$ cat config.mk
export PLATFORM = sky130hd
export DESIGN_NAME = memory_access_flat
export DESIGN_NICKNAME = d
export VERILOG_FILES = /design/src/rtl/memory_access_pkg.sv /design/src/rtl/memory_access_if.sv /design/src/rtl/memory_access_mem_align.sv /design/src/rtl/memory_access.sv /design/src/flat_wrapper.sv
export SDC_FILE = /design/constraint.sdc
export NUM_CORES = 1
export LEC_CHECK = 0
export CAP_MARGIN = 5
export CORE_AREA = 4 4 312 314
export CTS_CLUSTER_DIAMETER = 30
export DETAILED_ROUTE_END_ITERATION = 7
export DIE_AREA = 0 0 316 318
export PLACE_DENSITY_LB_ADDON = 0.05
export SLEW_MARGIN = 20
export SYNTH_ARGS = -nofsm -noshare
export SYNTH_HDL_FRONTEND = slang
export SYNTH_SLANG_ARGS = --single-unit
$ cat constraint.sdc
create_clock -name clk -period 4.7 [get_ports clk]
set_input_delay 0.94 -clock clk [delete_from_list [all_inputs] [get_ports clk]]
set_output_delay 0.94 -clock clk [all_outputs]
set_load 0.01 [all_outputs]
$ cat src/rtl/memory_access_pkg.sv
// Shared types for the memory-access stage: data bus records, pipeline bundles,
// the load/store op encoding and the helpers that decode it.
package memory_access_pkg;

  localparam int XLEN     = 64;
  localparam int MMIO_BIT = 31;

  typedef enum logic [1:0] {
    MSIZE1 = 2'd0,
    MSIZE2 = 2'd1,
    MSIZE4 = 2'd2,
    MSIZE8 = 2'd3
  } msize_t;

  typedef enum logic [3:0] {
    OP_NOP, OP_ALU, OP_BRANCH,
    OP_LB, OP_LH, OP_LW, OP_LD, OP_LBU, OP_LHU, OP_LWU,
    OP_SB, OP_SH, OP_SW, OP_SD
  } op_t;

  typedef enum logic [1:0] {S_IDLE, S_REQ, S_DONE} ma_state_e;

  typedef struct packed {
    logic        valid;
    logic [63:0] addr;
    msize_t      size;
    logic [7:0]  strobe;
    logic [63:0] data;
  } dbus_req_t;

  typedef struct packed {
    logic        data_ok;
    logic [63:0] data;
  } dbus_resp_t;

  typedef struct packed {
    op_t             op;
    logic [31:0]     inst;
    logic [63:0]     inst_pc;
    logic [XLEN-1:0] value;
    logic [XLEN-1:0] rs2_data;
    logic            valid;
    logic            jump;
    logic            difftest_skip;
    logic [63:0]     inst_counter;
  } ex_mem_t;

  typedef struct packed {
    logic [XLEN-1:0] value;
    logic [31:0]     inst;
    logic [63:0]     inst_pc;
    op_t             op;
    logic            valid;
    logic            jump;
    logic            difftest_skip;
    logic [63:0]     inst_counter;
  } mem_wb_t;

  typedef struct packed {
    logic            reg_write_enable;
    logic [4:0]      reg_dest_addr;
    logic [XLEN-1:0] reg_write_data;
  } reg_writer_t;

  function automatic logic op_is_load(op_t op);
    return op inside {OP_LB, OP_LH, OP_LW, OP_LD, OP_LBU, OP_LHU, OP_LWU};
  endfunction

  function automatic logic op_is_store(op_t op);
    return op inside {OP_SB, OP_SH, OP_SW, OP_SD};
  endfunction

  function automatic logic op_writes_reg(op_t op);
    return !(op_is_store(op) || op == OP_NOP || op == OP_BRANCH);
  endfunction

  function automatic msize_t op_size(op_t op);
    case (op)
      OP_LB, OP_LBU, OP_SB: return MSIZE1;
      OP_LH, OP_LHU, OP_SH: return MSIZE2;
      OP_LW, OP_LWU, OP_SW: return MSIZE4;
      default:              return MSIZE8;
    endcase
  endfunction

endpackage

$ cat src/rtl/memory_access_if.sv
// Data bus between the memory-access stage (master) and the memory system (slave).
interface memory_access_if;
  import memory_access_pkg::*;

  dbus_req_t  dreq;
  dbus_resp_t dresp;

  modport master (output dreq, input dresp);
  modport slave  (input dreq, output dresp);
endinterface

$ cat src/rtl/memory_access_mem_align.sv
// Byte-lane alignment: access size, misalignment, store strobe/data placement
// and load extraction with sign/zero extension.
module memory_access_mem_align
  import memory_access_pkg::*;
(
  input  op_t             op_i,
  input  logic [2:0]      addr_lo_i,
  input  logic [XLEN-1:0] rs2_data_i,
  input  logic [63:0]     rdata_i,
  output msize_t          size_o,
  output logic            misaligned_o,
  output logic [7:0]      strobe_o,
  output logic [63:0]     wdata_o,
  output logic [XLEN-1:0] load_data_o
);

  logic [5:0]  bit_off;
  logic [63:0] shifted;
  logic [7:0]  lane_mask;
  logic [2:0]  size_mask;

  assign size_o  = op_size(op_i);
  assign bit_off = {addr_lo_i, 3'b000};

  always_comb begin
    lane_mask = 8'hff;
    size_mask = 3'b111;
    case (size_o)
      MSIZE1: begin lane_mask = 8'h01; size_mask = 3'b000; end
      MSIZE2: begin lane_mask = 8'h03; size_mask = 3'b001; end
      MSIZE4: begin lane_mask = 8'h0f; size_mask = 3'b011; end
      default: ;
    endcase
  end

  assign misaligned_o = |(addr_lo_i & size_mask);
  assign strobe_o     = lane_mask << addr_lo_i;
  assign wdata_o      = rs2_data_i << bit_off;
  assign shifted      = rdata_i >> bit_off;

  always_comb begin
    load_data_o = shifted;
    case (op_i)
      OP_LB:   load_data_o = {{(XLEN-8){shifted[7]}},   shifted[7:0]};
      OP_LH:   load_data_o = {{(XLEN-16){shifted[15]}}, shifted[15:0]};
      OP_LW:   load_data_o = {{(XLEN-32){shifted[31]}}, shifted[31:0]};
      OP_LBU:  load_data_o = {{(XLEN-8){1'b0}},  shifted[7:0]};
      OP_LHU:  load_data_o = {{(XLEN-16){1'b0}}, shifted[15:0]};
      OP_LWU:  load_data_o = {{(XLEN-32){1'b0}}, shifted[31:0]};
      default: ;
    endcase
  end

endmodule

$ cat src/rtl/memory_access.sv
// Memory-access pipeline stage: issues one data-bus transaction per load/store,
// stalls via ok_o while it is outstanding, and builds the writeback bundle.
module memory_access
  import memory_access_pkg::*;
(
  input  logic            clk,
  input  logic            rst_n,
  input  ex_mem_t         ex_mem_state_i,
  input  logic            advance_i,
  input  logic            flush_i,
  memory_access_if.master dbus,
  output mem_wb_t         mem_wb_state_o,
  output reg_writer_t     forward_o,
  output logic            ok_o
);

  // state  | meaning
  // S_IDLE | no transaction; a valid aligned mem op issues dreq combinationally
  // S_REQ  | request held on the bus until data_ok
  // S_DONE | response latched, result final until advance or flush

  ma_state_e       state_q, state_d;
  dbus_req_t       req_q, req_d, new_req;
  logic [63:0]     rdata_q, rdata_d;
  logic            aborted_q, aborted_d;

  msize_t          size;
  logic            misaligned;
  logic [7:0]      strobe;
  logic [63:0]     wdata;
  logic [XLEN-1:0] load_data;
  logic            is_load, is_store, is_mem, issue, wb_valid;

  memory_access_mem_align u_align (
    .op_i         (ex_mem_state_i.op),
    .addr_lo_i    (ex_mem_state_i.value[2:0]),
    .rs2_data_i   (ex_mem_state_i.rs2_data),
    .rdata_i      (rdata_q),
    .size_o       (size),
    .misaligned_o (misaligned),
    .strobe_o     (strobe),
    .wdata_o      (wdata),
    .load_data_o  (load_data)
  );

  assign is_load  = ex_mem_state_i.valid && op_is_load(ex_mem_state_i.op);
  assign is_store = ex_mem_state_i.valid && op_is_store(ex_mem_state_i.op);
  assign is_mem   = is_load || is_store;
  // Gating with rst_n keeps dreq quiet while reset is held.
  assign issue    = rst_n && is_mem && !misaligned && !flush_i;

  always_comb begin
    new_req       = '0;
    new_req.valid = 1'b1;
    new_req.addr  = ex_mem_state_i.value;
    new_req.size  = size;
    if (is_store) begin
      new_req.strobe = strobe;
      new_req.data   = wdata;
    end
  end

  always_ff @(posedge clk or negedge rst_n) begin
    if (!rst_n) begin
      state_q   <= S_IDLE;
      req_q     <= '0;
      rdata_q   <= '0;
      aborted_q <= 1'b0;
    end else begin
      state_q   <= state_d;
      req_q     <= req_d;
      rdata_q   <= rdata_d;
      aborted_q <= aborted_d;
    end
  end

  always_comb begin
    state_d   = state_q;
    req_d     = req_q;
    rdata_d   = rdata_q;
    aborted_d = aborted_q;
    dbus.dreq = '0;
    ok_o      = 1'b1;
    case (state_q)
      S_IDLE: begin
        if (issue) begin
          dbus.dreq = new_req;
          req_d     = new_req;
          aborted_d = 1'b0;
          ok_o      = 1'b0;
          state_d   = S_REQ;
        end
      end
      S_REQ: begin
        // A flushed request still runs to completion; only its result is dropped.
        dbus.dreq = req_q;
        ok_o      = 1'b0;
        if (flush_i) aborted_d = 1'b1;
        if (dbus.dresp.data_ok) begin
          rdata_d   = dbus.dresp.data;
          aborted_d = 1'b0;
          state_d   = (flush_i || aborted_q) ? S_IDLE : S_DONE;
        end
      end
      S_DONE: begin
        if (advance_i || flush_i) state_d = S_IDLE;
      end
      default: state_d = S_IDLE;
    endcase
  end

  assign wb_valid = ex_mem_state_i.valid && !flush_i && !(state_q == S_REQ && aborted_q);

  always_comb begin
    mem_wb_state_o              = '0;
    mem_wb_state_o.inst         = ex_mem_state_i.inst;
    mem_wb_state_o.inst_pc      = ex_mem_state_i.inst_pc;
    mem_wb_state_o.op           = ex_mem_state_i.op;
    mem_wb_state_o.valid        = wb_valid;
    mem_wb_state_o.jump         = ex_mem_state_i.jump;
    mem_wb_state_o.inst_counter = ex_mem_state_i.inst_counter;
    mem_wb_state_o.difftest_skip = ex_mem_state_i.difftest_skip ||
        (is_mem && (misaligned || !ex_mem_state_i.value[MMIO_BIT]));
    if (is_load) mem_wb_state_o.value = misaligned ? '0 : load_data;
    else         mem_wb_state_o.value = ex_mem_state_i.value;
  end

  always_comb begin
    forward_o                  = '0;
    forward_o.reg_write_enable = op_writes_reg(ex_mem_state_i.op) && wb_valid && ok_o;
    forward_o.reg_dest_addr    = ex_mem_state_i.inst[11:7];
    forward_o.reg_write_data   = mem_wb_state_o.value;
  end

endmodule
$ cat src/flat_wrapper.sv
// flat-port wrapper written by rule: the top's interface ports become plain ports
module memory_access_flat import memory_access_pkg::*;
  (clk, rst_n, ex_mem_state_i, advance_i, flush_i, mem_wb_state_o, forward_o, ok_o, dbus_dreq, dbus_dresp);
  memory_access_if dbus_i ();
  input  logic clk;
  input  logic rst_n;
  input  ex_mem_t ex_mem_state_i;
  input  logic advance_i;
  input  logic flush_i;
  output mem_wb_t mem_wb_state_o;
  output reg_writer_t forward_o;
  output logic ok_o;
  output wire logic [$bits(dbus_i.dreq)-1:0] dbus_dreq;
  input wire logic [$bits(dbus_i.dresp)-1:0] dbus_dresp;
  assign dbus_dreq = dbus_i.dreq;
  assign dbus_i.dresp = dbus_dresp;
  memory_access u_core (.clk(clk), .rst_n(rst_n), .ex_mem_state_i(ex_mem_state_i), .advance_i(advance_i), .flush_i(flush_i), .dbus(dbus_i), .mem_wb_state_o(mem_wb_state_o), .forward_o(forward_o), .ok_o(ok_o));
endmodule
==> Implementation_results.wiki, run 1 <==
{| class="wikitable"
! Metric !! Value
|-
| Result of the run || finished clean
|-
| Count of buffers from port buffering || ~480
|-
| Die area || ~0.1 mm^2
|-
| Fillcell total || 10050
|-
| Setup violation total in the final timing report || 0
|-
| Gr usage total || between 10% and 20%
|-
| Final std cell area, no fill || roughly 0.025 mm^2
|-
| Area of the multi-input gates || 0.008569 mm^2
|-
| Final Slew Violations || 0
|-
| Setup Skew || about 0.023 ns
|-
| Area growth from synthesis to layout || 59.45%
|-
| Number of flops mapped to enable cells by yosys || 0
|-
| Global-route wire length before repair || 133.8 mm
|-
| Commonest non-fill, non-tap cell in the layout || sky130_fd_sc_hd__buf_4
|-
| Arrival @ worst endpoint || roughly 3.7 ns
|-
| Chip Height || between 300 and 400 um
|-
| Total number of placement rows || around 110
|-
| Relative contribution of sequential cells to total power || between 20% and 30%
|-
| Worst reg2reg path startpoint || u_core.state_q[1]
|-
| Crit path capture type || output port
|-
| Layout cell share with drive strength beyond 1 || ~35%
|-
| RSZ-0062 raised after global routing || no
|-
| Clock sink count || just over 200
|-
| Dpl cells || around 3200
|-
| Synth Flop Type || sky130_fd_sc_hd__dfrtp_1
|-
| Sequential fraction of the synthesis area || 32.47%
|-
| Non-filler cells, final || ~3400
|-
| Largest vdd supply drop || 258.5 uV
|-
| P_sw || 3.585 mW
|-
| DR vias/cell || roughly 4.4
|-
| Number of library cell types mapped by synthesis || 61
|-
| Synthesized Nets || slightly above 2000
|-
| Setup CP Type || in2out
|-
| Number of synthesized register bits || slightly above 200
|-
| Leakage Power || 11.21 nW
|-
| Slew of the pin with the lowest slew margin || around 0.94 ns
|-
| Instance area after placement || about 0.022 mm^2
|-
| Congestion Overflow GR || 0
|-
| First-pass iteration count of the detailed router || 5
|-
| Crit path setup slack, layout || approximately 0.091 ns
|-
| Initial Util || 16.79%
|-
| Post-route setup TNS || 0 ns
|-
| TritonCTS clock tree || yes
|-
| Dpl ws || -1.149 ns
|-
| Maximum number of buffers from clock root to sink || 3
|-
| Top library cells by usage in the layout, fill and taps aside || sky130_fd_sc_hd__buf_4 (207), sky130_fd_sc_hd__dfrtp_1 (206), sky130_fd_sc_hd__clkdlybuf4s50_1 (202)
|-
| Post-route clock period utilization || between 90% and 100%
|-
| Post-synthesis instance area || between 0.015 and 0.02 mm^2
|-
| Gp weighted congestion || around 0.8
|-
| Relative contribution of combinational cells to total power || 26.8%
|-
| Vias in the first global route || 16090
|-
| Vias || roughly 15000
|-
| Total Wirelength || just under 100 mm
|-
| Worst relative slew slack || 37.04%
|-
| Final Hold Violating Endpoints || 0
|-
| Number of H-tree levels || 3
|-
| Count of synthesis-stage warnings from yosys || 0
|-
| Max-cap violation count || 0
|-
| Number of remaining DRC errors || 0
|-
| Core region area || between 0.09 and 0.1 mm^2
|-
| Maximum net fanout on the critical path || 11
|-
| DR WL/cell || around 29 um
|-
| Largest net degree at the start of global routing || 68
|-
| Critical path launch point type || input port
|-
| Mapped Cells || between 1500 and 2000
|-
| Hold WC Path Type || in2async
|-
| Clock Pin Slew Worst Setup and Hold Paths || about 0.04 ns
|-
| DRC violation total after the first TritonRoute iteration || roughly 810
|-
| Number of nets in the finished design || between 2000 and 2500
|-
| I/O pin count || roughly 810
|-
| Chip Width || 316 um
|-
| Maximum frequency from static timing analysis || ~220 MHz
|-
| Critical path origin || ex_mem_state_i[291]
|-
| Final critical delay including setup and external delays || ~4.6 ns
|-
| Insertion delay to the later sink of the worst-skew pair || between 0.6 and 0.7 ns
|-
| Clock group share of total power || between 40% and 50%
|-
| Clock root buffer master || sky130_fd_sc_hd__clkbuf_16
|-
| Int Pwr || between 7 and 8 mW
|-
| Estimated wirelength of the detail-placed design || about 77 mm
|-
| Avg Synthesized Cell Area || between 9 and 10 um^2
|-
| Initial antenna violation count || 14
|-
| Ys async rst share || 100.0%
|-
| Switching power share of the total || a little under a third
|-
| Hold Buf Count CTS || 0
|-
| Number of clock buffers inserted by TritonCTS || 80
|-
| Sequential cell area in the final layout || a little over 0.005 mm^2
|-
| Worst Path Required || about 3.8 ns
|-
| Number of nets with antenna violations after detailed routing || 0
|-
| Power density normalized to cell area || 443.0 mW/mm^2
|}
==> through the flow <==
stage	power (mW)	utilization, %	hold WS [ns]
floorplan	4.470	-	0.4346
global placement	5.911	23.02	0.4523
detailed placement	5.929	23.03	0.4522
CTS	11.36	26.72	0.05737
global route	11.77	26.76	0.06596
finish	11.22	26.77	0.1052
==> power groups by stage <==
stage / Combinational [mW] / Clock, mW / Sequential (mW)
CTS: 3.02 / 5.42 / 2.92
global placement: 2.99 / 0 / 2.92
detailed placement: 2.99 / 0 / 2.94
finish: 3.01 / 5.28 / 2.93
floorplan: 1.79 / 0 / 2.68
global route: 3.22 / 5.54 / 3.00
==> synth_stat cells (3+ instances only) <==
| cell | n | area share [%] |
|---|---|---|
| sky130_fd_sc_hd__o21a_1 | 8 | 0.38 |
| sky130_fd_sc_hd__nand4_1 | 19 | 0.75 |
| sky130_fd_sc_hd__nand2_1 | 165 | 3.9 |
| sky130_fd_sc_hd__o32ai_1 | 35 | 1.9 |
| sky130_fd_sc_hd__nand3_1 | 6 | 0.19 |
| sky130_fd_sc_hd__mux2_1 | 3 | 0.21 |
| sky130_fd_sc_hd__a22oi_1 | 7 | 0.33 |
| sky130_fd_sc_hd__a22o_1 | 69 | 3.8 |
| sky130_fd_sc_hd__or3_1 | 5 | 0.20 |
| sky130_fd_sc_hd__mux2i_1 | 75 | 4.7 |
| sky130_fd_sc_hd__nor4_1 | 5 | 0.20 |
| sky130_fd_sc_hd__clkbuf_1 | 98 | 2.3 |
| sky130_fd_sc_hd__or2_2 | 5 | 0.20 |
| sky130_fd_sc_hd__nor2_1 | 30 | 0.71 |
| sky130_fd_sc_hd__nand2b_1 | 5 | 0.20 |
| sky130_fd_sc_hd__a31oi_1 | 5 | 0.20 |
| sky130_fd_sc_hd__o31ai_1 | 12 | 0.57 |
| sky130_fd_sc_hd__nor2b_1 | 9 | 0.35 |
| sky130_fd_sc_hd__a21oi_1 | 43 | 1.4 |
| sky130_fd_sc_hd__mux2_2 | 157 | 11 |
| sky130_fd_sc_hd__buf_1 | 10 | 0.24 |
| sky130_fd_sc_hd__mux2_4 | 18 | 1.7 |
| sky130_fd_sc_hd__dfrtp_1 | 206 | 32 |
| sky130_fd_sc_hd__o22ai_1 | 17 | 0.67 |
| sky130_fd_sc_hd__mux4_2 | 35 | 5.0 |
| sky130_fd_sc_hd__a211oi_1 | 8 | 0.38 |
| sky130_fd_sc_hd__a32o_1 | 62 | 3.9 |
| sky130_fd_sc_hd__o211ai_1 | 3 | 0.14 |
| sky130_fd_sc_hd__nor3_1 | 9 | 0.28 |
| sky130_fd_sc_hd__buf_2 | 31 | 0.98 |
| sky130_fd_sc_hd__buf_6 | 7 | 0.50 |
| sky130_fd_sc_hd__buf_4 | 235 | 11 |
| sky130_fd_sc_hd__inv_1 | 54 | 1.3 |
| sky130_fd_sc_hd__o2bb2ai_1 | 27 | 1.5 |
| sky130_fd_sc_hd__ha_1 | 6 | 0.47 |
| sky130_fd_sc_hd__o21ai_0 | 129 | 4.1 |
==> critical path, stage by stage <==
cell and delay (ns):
sky130_fd_sc_hd__buf_4 0.10, sky130_fd_sc_hd__inv_2 0.05, sky130_fd_sc_hd__ha_2 0.18, sky130_fd_sc_hd__or2_0 0.21
sky130_fd_sc_hd__mux4_2 0.52, sky130_fd_sc_hd__o211a_4 0.28, sky130_fd_sc_hd__buf_4 0.16, sky130_fd_sc_hd__nor4_4 0.12
sky130_fd_sc_hd__buf_4 0.18, sky130_fd_sc_hd__buf_12 0.15, sky130_fd_sc_hd__buf_4 0.14, sky130_fd_sc_hd__buf_16 0.14
sky130_fd_sc_hd__a22o_1 0.15, sky130_fd_sc_hd__dlygate4sd2_1 0.32
==> path summary, 6_finish.rpt <==
| kind | to | slack, ns | cells past startpoint |
|---|---|---|---|
| max | dbus_dreq[126] | 0.09 | 14 |
| min in group clk | u_core.req_q[138] | 0.46 | 1 |
| min reg2reg | u_core.req_q[138] | 0.46 | 1 |
| max in group asynchronous | u_core.req_q[89] | 2.22 | 4 |
| min | u_core.req_q[11] | 0.11 | 1 |
| max reg2reg | u_core.req_q[72] | 1.67 | 9 |
==> final cells by class <==
class                      instances  share of cell area, %
multi-input combinational       1006                  33.85
timing repair buffer             734                  27.74
sequential                       206                  20.36
clock buffer                     119                  9.593
tap                             1265                  6.252
clock inverter                    28                  1.305
inverter                          55                 0.8155
antenna                            9                0.08896
==> kinds of logic after synthesis <==
logic type                 share of synthesized area (%)
buffers and inverters                              16.44
DFF                                                32.47
and+or+nand+nor                                    7.589
xor gates and xnor gates                          0.1103
adders and majority gates                         0.4728
muxes                                              22.74
AOI/OAI and AO/OA                                  20.18
==> layer usage <==
metal / wire, um / GRT usage (%)
met2: 45160 / 29.98
met5: 19 / 0
met1: 42760 / 24.36
met4: 3126 / 6.403
met3: 7294 / 6.167
==> sequential cells by signal, summed over array words and instances (netlist names) <==
register and count:
u_core.aborted_q 1, u_core.state_q 2, u_core.req_q 139, u_core.rdata_q 64
==> timing repair <==
item	in CTS	in global routing
pin swaps	26	2
setup endpoints to repair	268	8
cloned	9	0
buffers inserted	39	2
endpoints found under the hold margin	0	0
resized for setup	565	4
(Power assumes the default switching activity.)
==> inputs of run 2 (changes only) <==
--- a/config.mk
+++ b/config.mk
@@ -6,10 +6,10 @@
 export NUM_CORES = 1
 export LEC_CHECK = 0
 export CAP_MARGIN = 5
-export CORE_AREA = 4 4 312 314
+export CORE_AREA = 4 4 310 312
 export CTS_CLUSTER_DIAMETER = 30
 export DETAILED_ROUTE_END_ITERATION = 7
-export DIE_AREA = 0 0 316 318
+export DIE_AREA = 0 0 314 316
 export PLACE_DENSITY_LB_ADDON = 0.05
 export SLEW_MARGIN = 20
 export SYNTH_ARGS = -nofsm -noshare
==> constraint.sdc (replaced) <==
create_clock -name clk -period 4 [get_ports clk]
set_input_delay 0.8 -clock clk [delete_from_list [all_inputs] [get_ports clk]]
set_output_delay 0.8 -clock clk [all_outputs]
set_load 0.01 [all_outputs]
==> run 2 against run 1 <==
Against the previous run: the run now ends with negative setup slack left; cell count rose by 3.5%; critical path depth down 2; sequential cell count did not move; sequential share of layout area shrank 1.3 points; via count rose by 3.9%; routed wire length is 4.3% higher; clock-buffer cell count is 24 higher; critical endpoint is now dbus_dreq[10]; utilization is 2.3 points higher; non-clock buffer count increased by 132.
==> Implementation_results.wiki, run 2 (synthesis gave the netlist of run 1 again) <==
{| class="wikitable"
! Metric !! Value
|-
| Result of the run || finished, violations left
|-
| Violations in the final reports || negative setup slack
|-
| Initial antenna violation count || 13 (-1)
|-
| Initial Util || 17.06% (+0.28 points)
|-
| Master of the slowest instance on the critical path || sky130_fd_sc_hd__or4_4
|-
| Final critical delay including setup and external delays || roughly 4.3 ns
|-
| Clock root buffer master || sky130_fd_sc_hd__clkbuf_16
|-
| Arrival @ worst endpoint || 3.53 ns (-0.14 ns)
|-
| Maximum number of buffers from clock root to sink || 3 (unchanged)
|-
| Commonest non-fill, non-tap cell in the layout || sky130_fd_sc_hd__buf_4
|-
| Worst relative slew slack || 36.83% (-0.20 points)
|-
| TritonCTS clock tree || yes
|-
| Congestion Overflow GR || 0 (unchanged)
|-
| Reg2reg path depth || 8 (-1)
|-
| Max-cap violation count || 0 (unchanged)
|-
| Die area || 0.09922 mm^2 (-1.3%)
|-
| Core region area || 0.09305 mm^2 (-1.6%)
|-
| DR WL/cell || 28.95 um (+0.73%)
|-
| Crit path setup slack, layout || -0.3291 ns (-0.4201 ns)
|-
| Maximum net fanout on the critical path || 7 (-4)
|-
| Area growth from synthesis to layout || 70.42%
|-
| Count of buffers from port buffering || 477 (unchanged)
|-
| Min Hold Slack || 0.1882 ns (+0.08304 ns)
|-
| Number of nets with antenna violations after detailed routing || 0 (unchanged)
|-
| Clock sink count || 206 (unchanged)
|-
| Final Hold Violating Endpoints || 0 (unchanged)
|-
| First-pass iteration count of the detailed router || 5 (unchanged)
|-
| Vias in the first global route || 16130 (+0.26%)
|-
| I/O pin count || 805 (unchanged)
|-
| Largest vdd supply drop || 287.2 uV (+11%)
|-
| Largest net degree at the start of global routing || 68 (unchanged)
|-
| Gp weighted congestion || 0.8415 (+2.9%)
|-
| Clock Pin Slew Worst Setup and Hold Paths || 0.04 ns (about the same)
|-
| CP dominant cell by count || sky130_fd_sc_hd__buf_12
|-
| Total Wirelength || 102.6 mm (+4.3%)
|-
| Leakage Power || 12.16 nW (+8.5%)
|-
| Chip Width || 314 um (-0.63%)
|-
| DR vias/cell || 4.443 (+0.33%)
|-
| Largest registers || u_core.req_q: 139 flops, u_core.rdata_q: 64 flops, u_core.state_q: 2 flops
|-
| Chip Height || 316 um (-0.63%)
|-
| Setup Skew || 0.01713 ns (-0.005619 ns)
|-
| Number of H-tree levels || 3 (unchanged)
|-
| Crit path capture type || output port
|-
| Cells along the critical path || buf_12 -> inv_8 -> ha_4 -> or2_0 -> mux4_2 -> o211a_4 -> or4_4 -> buf_12 -> buf_12 -> buf_6 -> o32ai_4 -> buf_2
|-
| Post-route clock period utilization || 108.2%
|-
| Worst Path Required || 3.20 ns (-0.56 ns)
|-
| Number of clock buffers inserted by TritonCTS || 84 (+5.0%)
|-
| Top library cells by usage in the layout, fill and taps aside || sky130_fd_sc_hd__buf_4 (285), sky130_fd_sc_hd__dfrtp_1 (205), sky130_fd_sc_hd__clkdlybuf4s50_1 (200)
|-
| Setup violation total in the final timing report || 154 (+154)
|-
| Maximum frequency from static timing analysis || roughly 230 MHz
|-
| Insertion delay to the later sink of the worst-skew pair || 0.60 ns (-0.04 ns)
|-
| Number of remaining DRC errors || 0 (unchanged)
|-
| Estimated wirelength of the detail-placed design || 80.88 mm (+4.9%)
|-
| DRC violation total after the first TritonRoute iteration || 987 (+22%)
|-
| Number of flip-flops under the largest register name || 139 (unchanged)
|-
| Critical path launch point type || input port
|-
| Setup CP Type || in2out
|-
| Hold Buf Count CTS || 0 (unchanged)
|-
| Most flops, register || u_core.req_q
|-
| Post-route setup TNS || -17.98 ns (-17.98 ns)
|-
| Power density normalized to cell area || 500.7 mW/mm^2 (+13%)
|-
| Vias || 15740 (+3.9%)
|-
| Utilization after layout || 29.08% (+2.3 points)
|-
| Gr usage total || 19.68% (+0.70 points)
|-
| Slew of the pin with the lowest slew margin || 0.9475 ns (+0.003042 ns)
|-
| Number of nets in the finished design || 2589 (+5.5%)
|-
| RSZ-0062 raised after global routing || yes
|-
| Final Slew Violations || 0 (unchanged)
|-
| Total number of placement rows || 112 (-0.88%)
|-
| Delay of the slowest critical-path stage || 0.60 ns (+0.08 ns)
|-
| Global-route wire length before repair || 136.6 mm (+2.1%)
|-
| Total Power Consumption || 13.55 mW (+21%)
|-
| Layout cell share with drive strength beyond 1 || 48.75% (+14 points)
|-
| Hold WC Path Type || in2async
|}
run 2: power breakdown:
part / total [mW] / internal [mW] / switching [mW]
Clock: 6.12 / 4.43 / 1.69
Combinational: 4.02 / 2.02 / 2.00
Sequential: 3.42 / 2.82 / 0.601
run 2: what timing repair did:
| action | CTS | global route |
|---|---|---|
| endpoints found under the setup margin | 270 | 265 |
| gates resized for setup | 662 | 546 |
| buffers inserted | 55 | 54 |
| pin swaps | 35 | 64 |
| cloned | 7 | 5 |
run 2: layout make-up:
class | count | area [um^2]
tap | 1254 | 1569
multi-input combinational | 1006 | 9125
fill | 9893 | 65990
timing repair buffer | 866 | 8218
clock buffer | 143 | 2676
sequential | 206 | 5156
inverter | 55 | 221.5
clock inverter | 5 | 72.57
antenna | 8 | 20.02
run 2: worst paths after layout:
kind / start / to / slack [ns]
max: ex_mem_state_i[292] / dbus_dreq[10] / -0.33
min: rst_n / u_core.req_q[20] / 0.19
max reg2reg: u_core.state_q[0] / u_core.req_q[136] / 1.13
min reg2reg: u_core.req_q[138] / u_core.req_q[138] / 0.46
max in group asynchronous: rst_n / u_core.rdata_q[56] / 1.57
min in group clk: u_core.req_q[138] / u_core.req_q[138] / 0.46
run 2: stage by stage:
| stage | std cells | cell area [um^2] | setup WS (ns) |
|---|---|---|---|
| 2_1_floorplan | 1648 | 16260 | -0.07277 |
| 6_report | 3543 | 27060 | -0.3291 |
| 4_1_cts | 3489 | 26400 | -0.3996 |
| 5_1_grt | 3539 | 27050 | -0.3797 |
| 3_3_place_gp | 3283 | 22870 | -1.354 |
| 3_5_place_dp | 3283 | 22870 | -1.355 |
run 2: worst max-delay path, delay by kind of cell:
kind	cells	cell delay [ns]
buffers and inverters	6	0.75
and+or+nand+nor	2	0.81
adders and majority gates	1	0.14
muxes	1	0.51
AOI/OAI and AO/OA	2	0.50
run 2: layer usage:
layer	GRT usage (%)	wire length, um
met5	0	54
met4	6.169	3398
met3	4.981	6325
met2	31.26	47240
met1	26.27	45560
==> inputs of run 3 (changes only) <==
--- a/config.mk
+++ b/config.mk
@@ -5,11 +5,10 @@
 export SDC_FILE = /design/constraint.sdc
 export NUM_CORES = 1
 export LEC_CHECK = 0
-export CAP_MARGIN = 5
-export CORE_AREA = 4 4 310 312
+export CORE_AREA = 4 4 307 309
 export CTS_CLUSTER_DIAMETER = 30
 export DETAILED_ROUTE_END_ITERATION = 7
-export DIE_AREA = 0 0 314 316
+export DIE_AREA = 0 0 311 313
 export PLACE_DENSITY_LB_ADDON = 0.05
 export SLEW_MARGIN = 20
 export SYNTH_ARGS = -nofsm -noshare
==> constraint.sdc (replaced) <==
create_clock -name clk -period 5.17 [get_ports clk]
set_input_delay 1.034 -clock clk [delete_from_list [all_inputs] [get_ports clk]]
set_output_delay 1.034 -clock clk [all_outputs]
set_load 0.01 [all_outputs]
==> run 3 against run 2 <==
Against the previous run: the flow now finishes without violations; clock power is 14% lower; utilization down 1.7 points; global-route usage decreased by 0.33 points; register-to-register slack improved by 0.99 ns; critical endpoint is now mem_wb_state_o[180]; first-iteration DRC count decreased by 2.1%; sequential share of layout area is 1.5 points higher; clock-buffer cell count up 3; sequential power shrank 23%; clock skew up 0.0057 ns; combinational power down 33%; sequential cell count unchanged; non-clock buffer count shrank 169.
==> Implementation_results.wiki, run 3 (synthesis gave the netlist of run 1 again) <==
{| class="wikitable"
! Metric !! Value
|-
| Flop2flop setup slack || 2.12 ns (+0.99 ns)
|-
| Core region area || 0.09139 mm^2 (-1.8%)
|-
| Post-route setup TNS || 0 ns (+17.98 ns)
|-
| Max-cap violation count || 0 (unchanged)
|-
| Worst Path Required || 4.14 ns (+0.94 ns)
|-
| RSZ-0062 raised after global routing || no
|-
| DRC violation total after the first TritonRoute iteration || 966 (-2.1%)
|-
| Congestion Overflow GR || 0 (unchanged)
|-
| Initial Util || 17.37% (+0.31 points)
|-
| Non-filler cells, final || 3315 (-6.4%)
|-
| Layout cell share with drive strength beyond 1 || 30.69% (-18 points)
|-
| Slew of the pin with the lowest slew margin || 1.092 ns (+0.1445 ns)
|-
| Total Wirelength || 97.83 mm (-4.6%)
|-
| DR vias/cell || 4.534 (+2.0%)
|-
| Min Hold Slack || 0.4791 ns (+0.2908 ns)
|-
| Maximum net fanout on the critical path || 14 (+7)
|-
| Hold Buf Count CTS || 0 (unchanged)
|-
| P_sw || 3.250 mW (-24%)
|-
| Arrival @ worst endpoint || 4.07 ns (+0.54 ns)
|-
| Estimated wirelength of the detail-placed design || 77.35 mm (-4.4%)
|-
| Clock sink count || 206 (unchanged)
|-
| Number of nets with antenna violations after detailed routing || 0 (unchanged)
|-
| Worst reg2reg path startpoint || u_core.state_q[1]
|-
| Most flops, register || u_core.req_q
|-
| Global-route wire length before repair || 134.1 mm (-1.8%)
|-
| Setup violation total in the final timing report || 0 (-100%)
|-
| Leakage Power || 11.64 nW (-4.2%)
|-
| DR WL/cell || 29.51 um (+1.9%)
|-
| Initial antenna violation count || 7 (-6)
|-
| Final Slew Violations || 0 (unchanged)
|-
| Crit path capture type || output port
|-
| Final critical delay including setup and external delays || slightly above 5 ns
|-
| Delay of the slowest critical-path stage || 0.56 ns (-0.04 ns)
|-
| Die area || 0.09734 mm^2 (-1.9%)
|-
| TritonCTS clock tree || yes
|-
| Setup CP Type || in2out
|-
| Final Hold Violating Endpoints || 0 (unchanged)
|-
| Number of H-tree levels || 3 (unchanged)
|-
| Commonest non-fill, non-tap cell in the layout || sky130_fd_sc_hd__clkdlybuf4s50_1
|-
| Relative contribution of combinational cells to total power || 25.5% (-4.1 points)
|-
| Clock Pin Slew Worst Setup and Hold Paths || 0.04 ns (about the same)
|-
| Critical path launch point type || input port
|-
| Largest registers || u_core.req_q: 139 flops, u_core.rdata_q: 64 flops, u_core.state_q: 2 flops
|-
| Reg2reg path depth || 7 (-1)
|-
| Master of the slowest instance on the critical path || sky130_fd_sc_hd__clkdlybuf4s50_1
|-
| Final std cell area, no fill || 0.02503 mm^2 (-7.5%)
|-
| Destination of the worst register-to-register timing path || u_core.req_q[135]
|-
| Total number of placement rows || 111 (-0.89%)
|-
| Result of the run || finished clean
|-
| Number of nets in the finished design || 2424 (-6.4%)
|-
| Relative contribution of sequential cells to total power || 25.1% (about the same)
|-
| Instance area after placement || 0.02156 mm^2 (-5.7%)
|-
| Vias || 15030 (-4.5%)
|-
| Maximum number of buffers from clock root to sink || 3 (unchanged)
|-
| Clock group share of total power || 49.5% (+4.4 points)
|-
| Count of buffers from port buffering || 477 (unchanged)
|-
| Vias in the first global route || 15940 (-1.2%)
|-
| I/O pin count || 805 (unchanged)
|-
| Setup Skew || 0.02288 ns (+0.005746 ns)
|-
| Worst relative slew slack || 26.93% (-9.9 points)
|-
| Hold WC Path Type || in2async
|-
| Dpl cells || 3132 (-4.6%)
|-
| Number of clock buffers inserted by TritonCTS || 88 (+4.8%)
|-
| Maximum frequency from static timing analysis || ~200 MHz
|-
| Largest delay contributor family on the critical path || buffers and inverters
|-
| Number of remaining DRC errors || 0 (unchanged)
|-
| Power density normalized to cell area || 422.9 mW/mm^2 (-16%)
|-
| Switching power share of the total || 30.70% (-0.94 points)
|-
| Chip Width || 311 um (-0.96%)
|-
| Total Power Consumption || 10.59 mW (-22%)
|-
| First-pass iteration count of the detailed router || 5 (unchanged)
|-
| Clock root buffer master || sky130_fd_sc_hd__clkbuf_16
|-
| Number of flip-flops under the largest register name || 139 (unchanged)
|-
| Post-route clock period utilization || a little over nine tenths
|-
| Area growth from synthesis to layout || 57.66%
|-
| Gr usage total || 19.36% (-0.33 points)
|-
| Buffering stage count on the worst path with inverters included || 6 (unchanged)
|-
| Insertion delay to the later sink of the worst-skew pair || 0.62 ns (+0.02 ns)
|-
| Chip Height || 313 um (-0.95%)
|-
| Int Pwr || 7.337 mW (-21%)
|-
| Top library cells by usage in the layout, fill and taps aside || sky130_fd_sc_hd__clkdlybuf4s50_1 (223), sky130_fd_sc_hd__dfrtp_1 (206), sky130_fd_sc_hd__buf_4 (191)
|-
| Cells along the critical path || dlygate4sd2_1 -> buf_4 -> ha_1 -> or2_0 -> mux4_2 -> o211a_4 -> buf_4 -> nor3_4 -> buf_12 -> buf_12 -> a22o_2 -> clkdlybuf4s50_1
|-
| Largest vdd supply drop || 239.2 uV (-17%)
|-
| Gp weighted congestion || 0.8200 (-2.6%)
|-
| Largest net degree at the start of global routing || 142 (+110%)
|}
## run 3: cell count changes in the layout (fill, tap and decap cells not counted), moves of 21 or more
| cell | previous run | this run |
|---|---|---|
| sky130_fd_sc_hd__buf_6 | 106 | 8 |
| sky130_fd_sc_hd__dlymetal6s2s_1 | 25 | 46 |
| sky130_fd_sc_hd__o21ai_0 | 92 | 114 |
| sky130_fd_sc_hd__dlygate4sd2_1 | 3 | 187 |
| sky130_fd_sc_hd__buf_2 | 101 | 2 |
| sky130_fd_sc_hd__clkdlybuf4s50_1 | 200 | 223 |
| sky130_fd_sc_hd__clkbuf_2 | 43 | 0 |
| sky130_fd_sc_hd__buf_4 | 285 | 191 |
| sky130_fd_sc_hd__clkdlybuf4s15_2 | 23 | 2 |
| sky130_fd_sc_hd__buf_12 | 52 | 26 |
## run 3: final cells by class
| type | instances | area [um^2] |
|---|---|---|
| Inverter | 55 | 206.4 |
| Antenna cell | 1 | 2.502 |
| Fill cell | 9709 | 66350 |
| Clock buffer | 146 | 2854 |
| Multi-Input combinational cell | 1006 | 8351 |
| Timing Repair Buffer | 697 | 6764 |
| Clock inverter | 18 | 216.5 |
| Sequential cell | 206 | 5155 |
| Tap cell | 1186 | 1484 |
## run 3: repair_timing
item | 4_1_cts | 5_1_grt
setup buffers | 10 | 4
resized for setup | 282 | 52
gates cloned | 2 | 1
pin swaps | 7 | 3
endpoints found under the hold margin | 0 | 0
endpoints found under the setup margin | 261 | 64
## run 3: worst max-delay path by stage
stage	slack (ns)	end	cells past startpoint	start
floorplan	0.51	mem_wb_state_o[167]	10	ex_mem_state_i[291]
global placement	-0.64	forward_o[7]	12	ex_mem_state_i[291]
detailed placement	-0.58	forward_o[7]	12	ex_mem_state_i[291]
CTS	-0.03	dbus_dreq[91]	13	ex_mem_state_i[292]
global route	0.001	dbus_dreq[107]	13	ex_mem_state_i[292]
finish	0.06	mem_wb_state_o[180]	12	ex_mem_state_i[292]
## run 3: metrics by stage
stage	util [%]	setup WS, ns
after CTS	27.14	-0.03060
after global routing	27.39	0.001031
final	27.39	0.06128
after global placement	23.59	-0.6354
after detailed placement	23.59	-0.5820
after floorplan	-	0.5076
## run 3: per-layer routing
metal / vias to the layer above / track usage [%] / share of wire, %
met2: 613 / 30.94 / 46
met1: 7555 / 24.92 / 44
met4: 4 / 4.812 / 2.1
met5: - / 0 / 0.021
li1: 6713 / - / -
met3: 144 / 6.909 / 8.2
## run 3: power by group through the flow
stage	sequential, mW	clock [mW]	combinational (mW)
5_1_grt	2.72	5.47	2.90
6_report	2.65	5.24	2.70
3_3_place_gp	2.66	0	2.72
2_1_floorplan	2.44	0	1.62
4_1_cts	2.65	5.37	2.71
3_5_place_dp	2.67	0	2.72
